**config.mk**
```make
export PLATFORM = sky130hd
export DESIGN_NAME = sys_ctrl
export DESIGN_NICKNAME = d
export VERILOG_FILES = /design/src/rtl/sys_ctrl.sv
export SDC_FILE = /design/constraint.sdc
export NUM_CORES = 1
export LEC_CHECK = 0
export CELL_PAD_IN_SITES_DETAIL_PLACEMENT = 0
export CELL_PAD_IN_SITES_GLOBAL_PLACEMENT = 1
export CORE_UTILIZATION = 38
export CTS_BUF_LIST = sky130_fd_sc_hd__clkbuf_16
export DETAILED_ROUTE_END_ITERATION = 16
export PLACE_DENSITY_LB_ADDON = 0.1
export REMOVE_ABC_BUFFERS = 1
export SLEW_MARGIN = 40
export SYNTH_ARGS = -nofsm -noshare
export SYNTH_HDL_FRONTEND = slang
export SYNTH_SLANG_ARGS = --single-unit
```
**constraint.sdc**
```tcl
create_clock -name CLK -period 1.9 [get_ports CLK]
set_input_delay 0.38 -clock CLK [delete_from_list [all_inputs] [get_ports CLK]]
set_output_delay 0.38 -clock CLK [all_outputs]
set_load 0.01 [all_outputs]
```
**src/rtl/sys_ctrl.sv**
```systemverilog
// sys_ctrl: command sequencer between the UART RX byte stream, the register
// file, the ALU and the TX-side FIFO. Decodes AA/BB/CC/DD frames, issues
// one-cycle RF/ALU strobes and pushes read data / ALU results into the FIFO.
module sys_ctrl #(
    parameter int                    DATA_WIDTH  = 8,
    parameter int                    ADDR_WIDTH  = 4,
    parameter logic [DATA_WIDTH-1:0] CMD_RF_WR   = 8'hAA,
    parameter logic [DATA_WIDTH-1:0] CMD_RF_RD   = 8'hBB,
    parameter logic [DATA_WIDTH-1:0] CMD_ALU_OPR = 8'hCC,
    parameter logic [DATA_WIDTH-1:0] CMD_ALU_NOP = 8'hDD
) (
    input  logic                    CLK,
    input  logic                    RST,
    input  logic [DATA_WIDTH-1:0]   RX_P_DATA,
    input  logic                    RX_D_VLD,
    output logic [ADDR_WIDTH-1:0]   RF_ADDR,
    output logic [DATA_WIDTH-1:0]   RF_WR_DATA,
    output logic                    RF_WR_EN,
    output logic                    RF_RD_EN,
    input  logic [DATA_WIDTH-1:0]   RF_RD_DATA,
    input  logic                    RF_RD_DATA_VLD,
    output logic [3:0]              ALU_FUN,
    output logic                    ALU_EN,
    input  logic [2*DATA_WIDTH-1:0] ALU_OUT,
    input  logic                    ALU_OUT_VLD,
    output logic [DATA_WIDTH-1:0]   FIFO_WR_DATA,
    output logic                    FIFO_WR_EN,
    input  logic                    FIFO_FULL,
    output logic                    BUSY
);

    typedef enum logic [3:0] {
        IDLE, WR_ADDR, WR_DATA, RD_ADDR, RD_WAIT, OPR_A, OPR_B,
        ALU_FUN_S, ALU_WAIT, TX_B0, TX_B1
    } state_t;

    state_t                  state, state_n;
    logic [ADDR_WIDTH-1:0]   addr_q, addr_n;
    logic [2*DATA_WIDTH-1:0] result_q, result_n;
    logic                    two_byte_q, two_byte_n;

    logic [ADDR_WIDTH-1:0]   rf_addr_n;
    logic [DATA_WIDTH-1:0]   rf_wr_data_n;
    logic                    rf_wr_en_n;
    logic                    rf_rd_en_n;
    logic [3:0]              alu_fun_n;
    logic                    alu_en_n;
    logic [DATA_WIDTH-1:0]   fifo_wr_data_n;
    logic                    fifo_wr_en_n;
    logic                    busy_n;

    // State, internal registers and all outputs are registered here.
    always_ff @(posedge CLK or negedge RST) begin
        if (!RST) begin
            state        <= IDLE;
            addr_q       <= '0;
            result_q     <= '0;
            two_byte_q   <= 1'b0;
            RF_ADDR      <= '0;
            RF_WR_DATA   <= '0;
            RF_WR_EN     <= 1'b0;
            RF_RD_EN     <= 1'b0;
            ALU_FUN      <= '0;
            ALU_EN       <= 1'b0;
            FIFO_WR_DATA <= '0;
            FIFO_WR_EN   <= 1'b0;
            BUSY         <= 1'b0;
        end else begin
            state        <= state_n;
            addr_q       <= addr_n;
            result_q     <= result_n;
            two_byte_q   <= two_byte_n;
            RF_ADDR      <= rf_addr_n;
            RF_WR_DATA   <= rf_wr_data_n;
            RF_WR_EN     <= rf_wr_en_n;
            RF_RD_EN     <= rf_rd_en_n;
            ALU_FUN      <= alu_fun_n;
            ALU_EN       <= alu_en_n;
            FIFO_WR_DATA <= fifo_wr_data_n;
            FIFO_WR_EN   <= fifo_wr_en_n;
            BUSY         <= busy_n;
        end
    end

    // Next-state and next-output logic. FIFO pushes are decided one edge
    // ahead: FIFO_WR_EN is the registered copy of "not full", so a TX_Bx
    // state with FIFO_WR_EN high is the cycle in which that byte is pushed.
    always_comb begin
        state_n        = state;
        addr_n         = addr_q;
        result_n       = result_q;
        two_byte_n     = two_byte_q;
        rf_addr_n      = RF_ADDR;
        rf_wr_data_n   = RF_WR_DATA;
        rf_wr_en_n     = 1'b0;
        rf_rd_en_n     = 1'b0;
        alu_fun_n      = ALU_FUN;
        alu_en_n       = 1'b0;
        fifo_wr_data_n = FIFO_WR_DATA;
        fifo_wr_en_n   = 1'b0;

        case (state)
            IDLE: begin
                if (RX_D_VLD) begin
                    case (RX_P_DATA)
                        CMD_RF_WR:   state_n = WR_ADDR;
                        CMD_RF_RD:   state_n = RD_ADDR;
                        CMD_ALU_OPR: state_n = OPR_A;
                        CMD_ALU_NOP: state_n = ALU_FUN_S;
                        default:     state_n = IDLE;
                    endcase
                end
            end
            WR_ADDR: begin
                if (RX_D_VLD) begin
                    addr_n  = RX_P_DATA[ADDR_WIDTH-1:0];
                    state_n = WR_DATA;
                end
            end
            WR_DATA: begin
                if (RX_D_VLD) begin
                    rf_wr_en_n   = 1'b1;
                    rf_addr_n    = addr_q;
                    rf_wr_data_n = RX_P_DATA;
                    state_n      = IDLE;
                end
            end
            RD_ADDR: begin
                if (RX_D_VLD) begin
                    rf_rd_en_n = 1'b1;
                    rf_addr_n  = RX_P_DATA[ADDR_WIDTH-1:0];
                    state_n    = RD_WAIT;
                end
            end
            RD_WAIT: begin
                if (RF_RD_DATA_VLD) begin
                    result_n       = {{DATA_WIDTH{1'b0}}, RF_RD_DATA};
                    two_byte_n     = 1'b0;
                    fifo_wr_data_n = RF_RD_DATA;
                    fifo_wr_en_n   = !FIFO_FULL;
                    state_n        = TX_B0;
                end
            end
            OPR_A: begin
                if (RX_D_VLD) begin
                    rf_wr_en_n   = 1'b1;
                    rf_addr_n    = '0;
                    rf_wr_data_n = RX_P_DATA;
                    state_n      = OPR_B;
                end
            end
            OPR_B: begin
                if (RX_D_VLD) begin
                    rf_wr_en_n   = 1'b1;
                    rf_addr_n    = ADDR_WIDTH'(1);
                    rf_wr_data_n = RX_P_DATA;
                    state_n      = ALU_FUN_S;
                end
            end
            ALU_FUN_S: begin
                if (RX_D_VLD) begin
                    alu_fun_n = RX_P_DATA[3:0];
                    alu_en_n  = 1'b1;
                    state_n   = ALU_WAIT;
                end
            end
            ALU_WAIT: begin
                if (ALU_OUT_VLD) begin
                    result_n       = ALU_OUT;
                    two_byte_n     = 1'b1;
                    fifo_wr_data_n = ALU_OUT[DATA_WIDTH-1:0];
                    fifo_wr_en_n   = !FIFO_FULL;
                    state_n        = TX_B0;
                end
            end
            TX_B0: begin
                if (FIFO_WR_EN) begin
                    if (two_byte_q) begin
                        fifo_wr_data_n = result_q[2*DATA_WIDTH-1:DATA_WIDTH];
                        fifo_wr_en_n   = !FIFO_FULL;
                        state_n        = TX_B1;
                    end else begin
                        state_n = IDLE;
                    end
                end else begin
                    fifo_wr_data_n = result_q[DATA_WIDTH-1:0];
                    fifo_wr_en_n   = !FIFO_FULL;
                end
            end
            TX_B1: begin
                if (FIFO_WR_EN) begin
                    state_n = IDLE;
                end else begin
                    fifo_wr_data_n = result_q[2*DATA_WIDTH-1:DATA_WIDTH];
                    fifo_wr_en_n   = !FIFO_FULL;
                end
            end
            default: state_n = IDLE;
        endcase

        busy_n = (state_n != IDLE);
    end

endmodule

```
==> flow_summary_export.csv <==
group,metric,value,unit
floorplanning,design.core.area,0.006944,mm2
setup_path,cp_slowest_stage_delay,470,ps
timing,worst_pin_slew,447.4,ps
setup_path,crit_chain,"buf_4 > nor2_2 > a22o_1 > a211o_1 > or4_1",
pwr,p_leak,1.684,nW
setup_path,ff2ff_path_depth,5,
cts,clockRootBuffer,"clkbuf_16",
final_layout,fin_cells,478,
pwr,netSwitchingPower,1.850,mW
pwr,vdd_ir_drop_max,640.5,uV
timing,clock.fmax,549.2,MHz
cts,clkSinkCount,54,
floorplanning,initial_core_util,40.31,%
setup_path,arrival,1980,ps
yosys,synth.avg_cell_area,9.855,um2
final_layout,area.growth.synth_to_final,44.39,%
pwr,power_density,1359,mW/mm2
detailed_routing,viasPerCell,5.287,
timing,period_share,95.83,%
floorplanning,fp.dieH,87.83,um
final_layout,final_area,0.004041,mm2
timing,setup_viol,0,
cts,cts_tree,"done",
detailed_routing,wirelength,7.362,mm
yosys,syn_inst,284,
yosys,yosys_warnings,0,
yosys,yosysUniqueCellTypes,43,
global_route,grt_use_total,20.35,%
place,place_inst,468,
global_route,grt_pass1_vias,2528,
pwr,seq_power_share,35.4,%
setup_path,crit_type,"reg -> reg",
final_layout,diodes,0,
yosys,netlist_area,0.002799,mm2
pwr,switching_share,33.68,%
setup_path,crit_slowest_cell,"dfrtp_2",
detailed_routing,vias,2527,
global_route,grt-ovfl-total,0,
global_route,grt_start_max_net_pins,55,
final_layout,layout_commonest_cell,"clkdlybuf4s50_1",
floorplanning,rows,30,
cts,clk_latency,290,ps
timing,fin_crit,1821,ps
final_layout,fillers,628,
detailed_routing,drt_iter0_drc,80,
timing,setup_slack,79.17,ps
final_layout,finalNetCount,419,
yosys,yosysSeqAreaShare,48.28,%
setup_path,reg2reg_slack,80,ps
pwr,pwr-share-clk,19.0,%
run_status,outcome,"finished, final reports clean",
setup_path,r2r-start,"state[0]$_DFF_PN0_",
floorplanning,die_area,0.007713,mm2
min_path,hold_class,"in -> async",
cts,clk_pin_slew_worst_paths,70,ps
place,io_buffers,66,
setup_path,cp-start-kind,"register",
setup_path,end_kind,"register",
yosys,synth_seq_cells,54,
setup_path,path_max_fanout,10,
place,dp_hpwl,5.281,mm
global_route,antenna_found_initial,0,
timing,final-hold-violation-count,0,
floorplanning,pin_count,67,
pwr,power.total,5.493,mW
timing,relSlewSlack,70.11,%
place,gp_congestion,0.8177,
detailed_routing,postRouteAntennaNets,0,
detailed_routing,drc,0,
cts,cts.path.max_buffers,2,
floorplanning,die_x,87.83,um
pwr,p_comb_share,45.7,%
place,pre_cts_ws,-157.8,ps
final_layout,utilization,58.20,%
final_layout,drive_above_1_share,21.73,%
detailed_routing,wl_per_cell,15.40,um
timing,skew,3.316,ps
setup_path,required,2060,ps
cts,cts_hold_buf,0,
global_route,grt_pass1_wl,12.10,mm
timing,tns,0,ps
pwr,power.internal,3.643,mW
final_layout,layout_common_cells,"65 x clkdlybuf4s50_1, 52 x dfrtp_1, 42 x a21oi_1, 37 x buf_4, 27 x nand2_1",
timing,slew_viol_final,0,
place,place_area,0.003850,mm2
detailed_routing,first_pass_iters,4,
cts,cts_buffers,5,
setup_path,rr_endpoint,"BUSY$_DFF_PN0_",
run,drv_cap,0,
timing,rsz0062_at_grt,"no",
cts,htreeDepth,2,
timing,hold_ws,81.35,ps
-- kinds of logic (layout without fill, tap and decap cells) --
kind of cell | Yosys count | after routing | synth area share, %
compound gates | 89 | 89 | 19.54
xor+xnor | 2 | 2 | 0.6260
buf+inv | 19 | 117 | 3.263
flops | 54 | 54 | 48.28
mux | 32 | 32 | 12.52
simple gates | 88 | 88 | 15.78
-- how the worst max path moves through the flow --
stage                            start                endpoint  slack [ps]  cells after the start
detailed placement            RX_D_VLD          BUSY$_DFF_PN0_        -160                      6
CTS                 state[0]$_DFF_PN0_          BUSY$_DFF_PN0_          40                      6
floorplan           state[1]$_DFF_PN0_  ALU_FUN[0]$_DFFE_PN0P_        -140                      3
global route        state[0]$_DFF_PN0_          BUSY$_DFF_PN0_           2                      5
finish              state[0]$_DFF_PN0_          BUSY$_DFF_PN0_          80                      5
global placement              RX_D_VLD          BUSY$_DFF_PN0_        -150                      6
-- power by group through the flow --
stage               Clock [mW]  Combinational, mW  Sequential, mW
floorplan                    0               1.12            2.07
global placement             0               2.45            1.95
detailed placement           0               2.48            1.96
CTS                       1.07               2.50            1.94
global route              1.10               2.77            2.01
finish                    1.04               2.51            1.94
-- layer usage --
layer	wire, um	track usage [%]
met5	0	0
met4	36	3.875
met3	324	3.016
met2	3661	36.22
met1	3340	26.34
-- sequential cells by signal (all words and copies together), names as in the netlist, 4 cells and up --
name	count
addr_q	4
result_q	16
RF_WR_DATA	8
state	4
RF_ADDR	4
ALU_FUN	4
FIFO_WR_DATA	8
-- synthesized netlist by cell type, drive strengths merged --
cell type / number / area share (%)
dfrtp: 54 / 48
a21oi: 43 / 7.8
nand2: 27 / 3.6
mux2: 24 / 9.7
nor2: 20 / 3.0
o21ai: 17 / 3.0
buf: 11 / 2.2
nand3: 11 / 2.0
a22o: 9 / 2.8
a221oi: 8 / 2.5
mux2i: 8 / 2.9
clkbuf: 7 / 0.94
nor2b: 7 / 1.6
nand2b: 5 / 1.1
a21o: 4 / 1.1
nor3: 4 / 0.72
and2: 2 / 0.45
and3: 2 / 0.45
nand3b: 2 / 0.54
nand4: 2 / 0.45
o31ai: 2 / 0.54
or4: 2 / 0.54
or4bb: 2 / 0.80
a211o: 1 / 0.31
a31oi: 1 / 0.22
and3b: 1 / 0.31
inv: 1 / 0.13
o21a: 1 / 0.27
o21bai: 1 / 0.27
o2bb2ai: 1 / 0.31
o32ai: 1 / 0.31
or2: 1 / 0.22
xnor2: 1 / 0.31
xor2: 1 / 0.31
-- final cells by class --
cell class | instances | area [um2] | share of cell area, %
multi-input combinational | 211 | 1360 | 33.65
clock buffer | 5 | 125.1 | 3.096
sequential | 54 | 1354 | 33.50
inverter | 1 | 3.754 | 0.09288
timing repair buffer | 108 | 1033 | 25.57
clock inverter | 3 | 45.04 | 1.115
tap | 96 | 120.1 | 2.972
-- critical path: cells and delay by family (launching register included) --
kind	cells	cell delay [ps]
AO/OA/AOI/OAI	2	570
buffers and inverters	1	150
flip-flops	1	470
AND/OR/NAND/NOR	2	500
-- repair_timing --
| action | in CTS | in global routing |
|---|---|---|
| gates resized for setup | 0 | 4 |
| endpoints found under the setup margin | 0 | 4 |
| buffers inserted | 0 | 2 |
Power figures use the tool's default switching activity.
==> variant 1, RTL diff (same settings) <==
`addr_q`, `result_q`, `RF_ADDR`, `RF_WR_DATA` and `FIFO_WR_DATA` no longer have a reset.
--- a/src/rtl/sys_ctrl.sv
+++ b/src/rtl/sys_ctrl.sv
@@ -54,31 +54,29 @@
         if (!RST) begin
             state        <= IDLE;
-            addr_q       <= '0;
-            result_q     <= '0;
             two_byte_q   <= 1'b0;
-            RF_ADDR      <= '0;
-            RF_WR_DATA   <= '0;
             RF_WR_EN     <= 1'b0;
             RF_RD_EN     <= 1'b0;
             ALU_FUN      <= '0;
             ALU_EN       <= 1'b0;
-            FIFO_WR_DATA <= '0;
             FIFO_WR_EN   <= 1'b0;
             BUSY         <= 1'b0;
         end else begin
             state        <= state_n;
-            addr_q       <= addr_n;
-            result_q     <= result_n;
             two_byte_q   <= two_byte_n;
-            RF_ADDR      <= rf_addr_n;
-            RF_WR_DATA   <= rf_wr_data_n;
             RF_WR_EN     <= rf_wr_en_n;
             RF_RD_EN     <= rf_rd_en_n;
             ALU_FUN      <= alu_fun_n;
             ALU_EN       <= alu_en_n;
-            FIFO_WR_DATA <= fifo_wr_data_n;
             FIFO_WR_EN   <= fifo_wr_en_n;
             BUSY         <= busy_n;
         end
+    end
+
+    always_ff @(posedge CLK) begin
+        addr_q       <= addr_n;
+        result_q     <= result_n;
+        RF_ADDR      <= rf_addr_n;
+        RF_WR_DATA   <= rf_wr_data_n;
+        FIFO_WR_DATA <= fifo_wr_data_n;
     end
 
Check against the original RTL: differs if RST is asserted again (counterexample within 4 cycles, from zero or initial values and one cycle with RST low); with RST held inactive, the same outputs for 10 cycles.
==> variant 1 against the original RTL <==
  * Routed wire length is 22% lower
  * Sequential power is 14% lower
  * Maximum frequency is 0.49% higher
  * Total power down 21%
  * Final area down 12%
  * Setup slack better by 0.0090 ns
  * Sequential cell count unchanged
  * Core utilization is 1.1 points higher
  * Area after synthesis decreased by 13%
==> variant 1: results (changes against the original RTL) <==
status=finished, final reports clean; largest net degree at the start of global routing=18 (-67%); global placer's final weighted congestion=0.806 (-1.4%); Synth warnings=0 (unchanged); peak supply drop=0.000537 V (-16%); # diodes=0 (unchanged); First-pass DRT Iterations=6 (+2); first-pass GRT wire length=8980 um (-26%); Hold Crit Class=in2async; Worst slew margin=57.4% (-13 points); Post-Layout Cell Count=364 (-24%); Worst Skew=0.00470 ns (+0.00138 ns); vias in the first global route=1892 (-25%); Post-Place Cells=356 (-24%); synth unique cells=41 (-4.7%); CP arrival=1.97 ns; Worst R2R Path Depth=6 (+1); layout cell share with drive strength beyond 1=21.5% (-0.27 points); CTS Buf Count=5 (unchanged); dpl hpwl=4270 um (-19%); Clock Latency Late Sink=0.29 ns (about the same); Largest stage delay, worst path=0.50 ns (+0.03 ns); post-synthesis async set-or-reset flop share=25.9% (-74 points); number of flops mapped to enable cells by yosys=40 (+40); Resized cells post-CTS=0 (unchanged); final net count=326 (-22%); CTS max path bufs=2 (unchanged); Leakage=0.00140 uW (-17%); H-tree levels=2 (unchanged); commonest cells in the netlist=edfxtp_1, nand2_1, dfrtp_1; setup bufs post-CTS=0 (unchanged); Main synth FF type=edfxtp_1; fillcell total=529 (-16%); r2r setup slk=0.09 ns; final wirelength=5710 um (-22%); Setup TNS Final=0 ns (unchanged); port bufs=66 (unchanged); worst hold slack=0.401 ns (+0.320 ns); initial DRC count=149 (+86%); Area contributors post-synth=edfxtp_1, dfrtp_1, mux2_2; GRT Overall Usage=18.2% (-2.1 points); sequential fraction of the synthesis area=63.9% (+16 points); Worst path slowest cell=or4_1; Largest regs=result_q x16, FIFO_WR_DATA x8, RF_WR_DATA x8; initial antenna violation count=0 (unchanged); clock slew at reported path FFs=0.07 ns (about the same); Max FO, Critical Path=9 (-1); clk root buf=clkbuf_16; vias per cell=5.18 (-2.0%); syn_area_per_cell=12.6 sq um (+28%)
-- variant 1: layout make-up --
cell class                      instances  area share [%]
Sequential cell                        54            43.4
Timing Repair Buffer                   99            26.1
Multi-Input combinational cell        125            22.8
Clock buffer                            5            3.50
Tap cell                               75            2.63
Clock inverter                          3            1.26
Inverter                                3           0.315
-- variant 1: critical path, delay by kind of cell, from the launching register on --
| family | cells | cell delay, ns |
|---|---|---|
| flip-flops | 1 | 0.43 |
| buffers and inverters | 1 | 0.20 |
| AO/OA/AOI/OAI | 2 | 0.37 |
| AND/OR/NAND/NOR | 3 | 0.68 |
-- variant 1: metrics by stage --
stage | instance area, sq um | setup WS (ns)
3_5_place_dp | 3400 | -0.173
6_report | 3570 | 0.0881
5_1_grt | 3570 | 0.00294
2_1_floorplan | 2370 | -0.305
3_3_place_gp | 3400 | -0.125
4_1_cts | 3570 | 0.109
-- variant 1: logic make-up after synthesis --
logic type / Yosys count / synth area share [%]
compound gates: 33 / 10.7
buf+inv: 13 / 2.89
flops: 54 / 63.9
xor+xnor: 1 / 0.361
mux: 13 / 5.98
simple gates: 78 / 16.1
-- variant 1: per-layer routing --
metal | GRT usage (%) | vias up | routed length, um
li1 | - | 925 | -
met1 | 25.3 | 903 | 2720
met2 | 28.7 | 49 | 2680
met3 | 3.22 | 8 | 226
met4 | 6.14 | 0 | 80
met5 | 0 | - | 0
-- variant 1: path summary, 6_finish.rpt --
check | start | endpoint
min in group CLK | ALU_FUN[1]$_DFFE_PN0P_ | ALU_FUN[1]$_DFFE_PN0P_
max reg2reg | state[0]$_DFF_PN0_ | BUSY$_DFF_PN0_
max | state[0]$_DFF_PN0_ | BUSY$_DFF_PN0_
min | RST | ALU_EN$_DFF_PN0_
max in group asynchronous | RST | ALU_FUN[2]$_DFFE_PN0P_
min reg2reg | ALU_FUN[1]$_DFFE_PN0P_ | ALU_FUN[1]$_DFFE_PN0P_
-- variant 1: report_power, final --
| group | total [uW] | internal (uW) | switching [uW] |
|---|---|---|---|
| sequential | 1660 | 1580 | 86.9 |
| clock | 1030 | 621 | 405 |
| combinational | 1640 | 823 | 819 |
| total | 4330 | 3020 | 1310 |
==> variant 2, RTL diff (same flow settings) <==
Without the edit above. The parameter `ADDR_WIDTH` goes from 4 to 2.
--- a/src/rtl/sys_ctrl.sv
+++ b/src/rtl/sys_ctrl.sv
@@ -4,5 +4,5 @@
 module sys_ctrl #(
     parameter int                    DATA_WIDTH  = 8,
-    parameter int                    ADDR_WIDTH  = 4,
+    parameter int                    ADDR_WIDTH  = 2,
     parameter logic [DATA_WIDTH-1:0] CMD_RF_WR   = 8'hAA,
     parameter logic [DATA_WIDTH-1:0] CMD_RF_RD   = 8'hBB,
Interface: changed (resized RF_ADDR); port bits go from 67 to 65. The function was not compared with the original's and may differ.
==> variant 2 against the original RTL <==
  * Routed wire length is 5.6% lower
  * Largest cell class unchanged
  * Total power rose by 3.2%
  * Sequential share of layout area is 0.75 points lower
  * Global-route usage decreased by 0.31 points
  * Critical path type unchanged
  * Non-clock buffer count down 12
  * Sequential cell count shrank 4
  * Critical endpoint is now result_q[0]$_DFFE_PN0P_
  * Final area shrank 5.2%
  * Sequential power fell by 7%
  * Area after synthesis fell by 3.7%
  * Setup slack worse by 0.011 ns
  * Final cell count fell by 13%
==> variant 2: results (changes against the original RTL) <==
status=finished, final reports clean; sequential fraction of the synthesis area=46.4% (-1.9 points); Gate Count Post-Synth=236 (-17%); Area contributors post-synth=dfrtp_1, mux2_2, mux2_4; cell family contributing the most delay on the critical path=simple AND/OR/NAND/NOR gates; initial DRC count=56 (-30%); port bufs=64 (-3.0%); largest net degree at the start of global routing=31 (-44%); Post-Place Cell Area=3650 sq um (-5.1%); commonest cells in the netlist=dfrtp_1, mux2_2, o21ai_0; synth unique cells=51 (+19%); layout cell share with drive strength beyond 1=28.0% (+6.2 points); post-synthesis xor/xnor area fraction=0.325% (-0.30 points); Worst Max-Slew Pin Slew=0.516 ns (+0.0685 ns); GRT Overall Usage=20.0% (-0.31 points); register area=1250 sq um (-7.3%); wire length per cell=16.6 um (+7.9%); Worst path slowest cell=dfrtp_2; pre-CTS setup slack=-0.185 ns (-0.0269 ns); Compound-Gate Fraction of Synth Area=18.3% (-1.3 points); switching power total=1930 uW (+4.3%); first-pass GRT wire length=11500 um (-5.0%); vias in the first global route=2289 (-9.5%); fillcell total=612 (-2.5%); total sequential power=1800 uW (-7%); Post-Place Cells=410 (-12%); final net count=359 (-14%); post-synthesis mux area share=17.4% (+4.9 points); global placer's final weighted congestion=0.779 (-4.7%); Leakage=0.00162 uW (-3.8%); Worst Skew=0.00569 ns (+0.00238 ns); peak supply drop=0.000741 V (+16%); Vias=2217 (-12%)
==> variant 2: cell types whose count changed after synthesis, sizes merged, moves of 8 or more <==
| cell | unedited run | this run |
|---|---|---|
| or3b | 0 | 8 |
| a221oi | 8 | 0 |
| o221ai | 0 | 8 |
| a21oi | 43 | 6 |
| nand3 | 11 | 3 |
| nor2 | 20 | 5 |
| a2bb2oi | 0 | 8 |
| nand2 | 27 | 14 |
==> variant 2: layer usage <==
metal	vias to the layer above	global-route usage, %	part of all wire, %
met4	0	6.52	1.8
met5	-	0	0
met2	68	33.6	48
li1	1059	-	-
met1	1079	25.9	45
met3	11	4.10	5.6
==> variant 2: final cells by class <==
class	count	share of cell area (%)
Tap cell	96	3.13
Clock inverter	3	1.14
Clock buffer	5	3.26
Multi-Input combinational cell	166	35.3
Sequential cell	50	32.7
Inverter	2	0.196
Timing Repair Buffer	96	24.2
==> variant 2: repair_timing <==
action                     4_1_cts  5_1_grt
setup endpoints to repair        2       22
setup buffers                    0        0
gates resized for setup          2        4
hold buffers                     0        0
==> variant 2: final timing paths <==
check | startpoint | end | slack (ns) | depth (start not counted)
setup / recovery | state[1]$_DFF_PN0_ | result_q[0]$_DFFE_PN0P_ | 0.07 | 6
hold / removal | RST | result_q[5]$_DFFE_PN0P_ | 0.06 | 1
setup reg to reg | state[1]$_DFF_PN0_ | result_q[0]$_DFFE_PN0P_ | 0.07 | 6
hold reg to reg | result_q[2]$_DFFE_PN0P_ | result_q[2]$_DFFE_PN0P_ | 0.49 | 2
max in group asynchronous | RST | state[1]$_DFF_PN0_ | 1.30 | 2
min in group CLK | result_q[2]$_DFFE_PN0P_ | result_q[2]$_DFFE_PN0P_ | 0.49 | 2
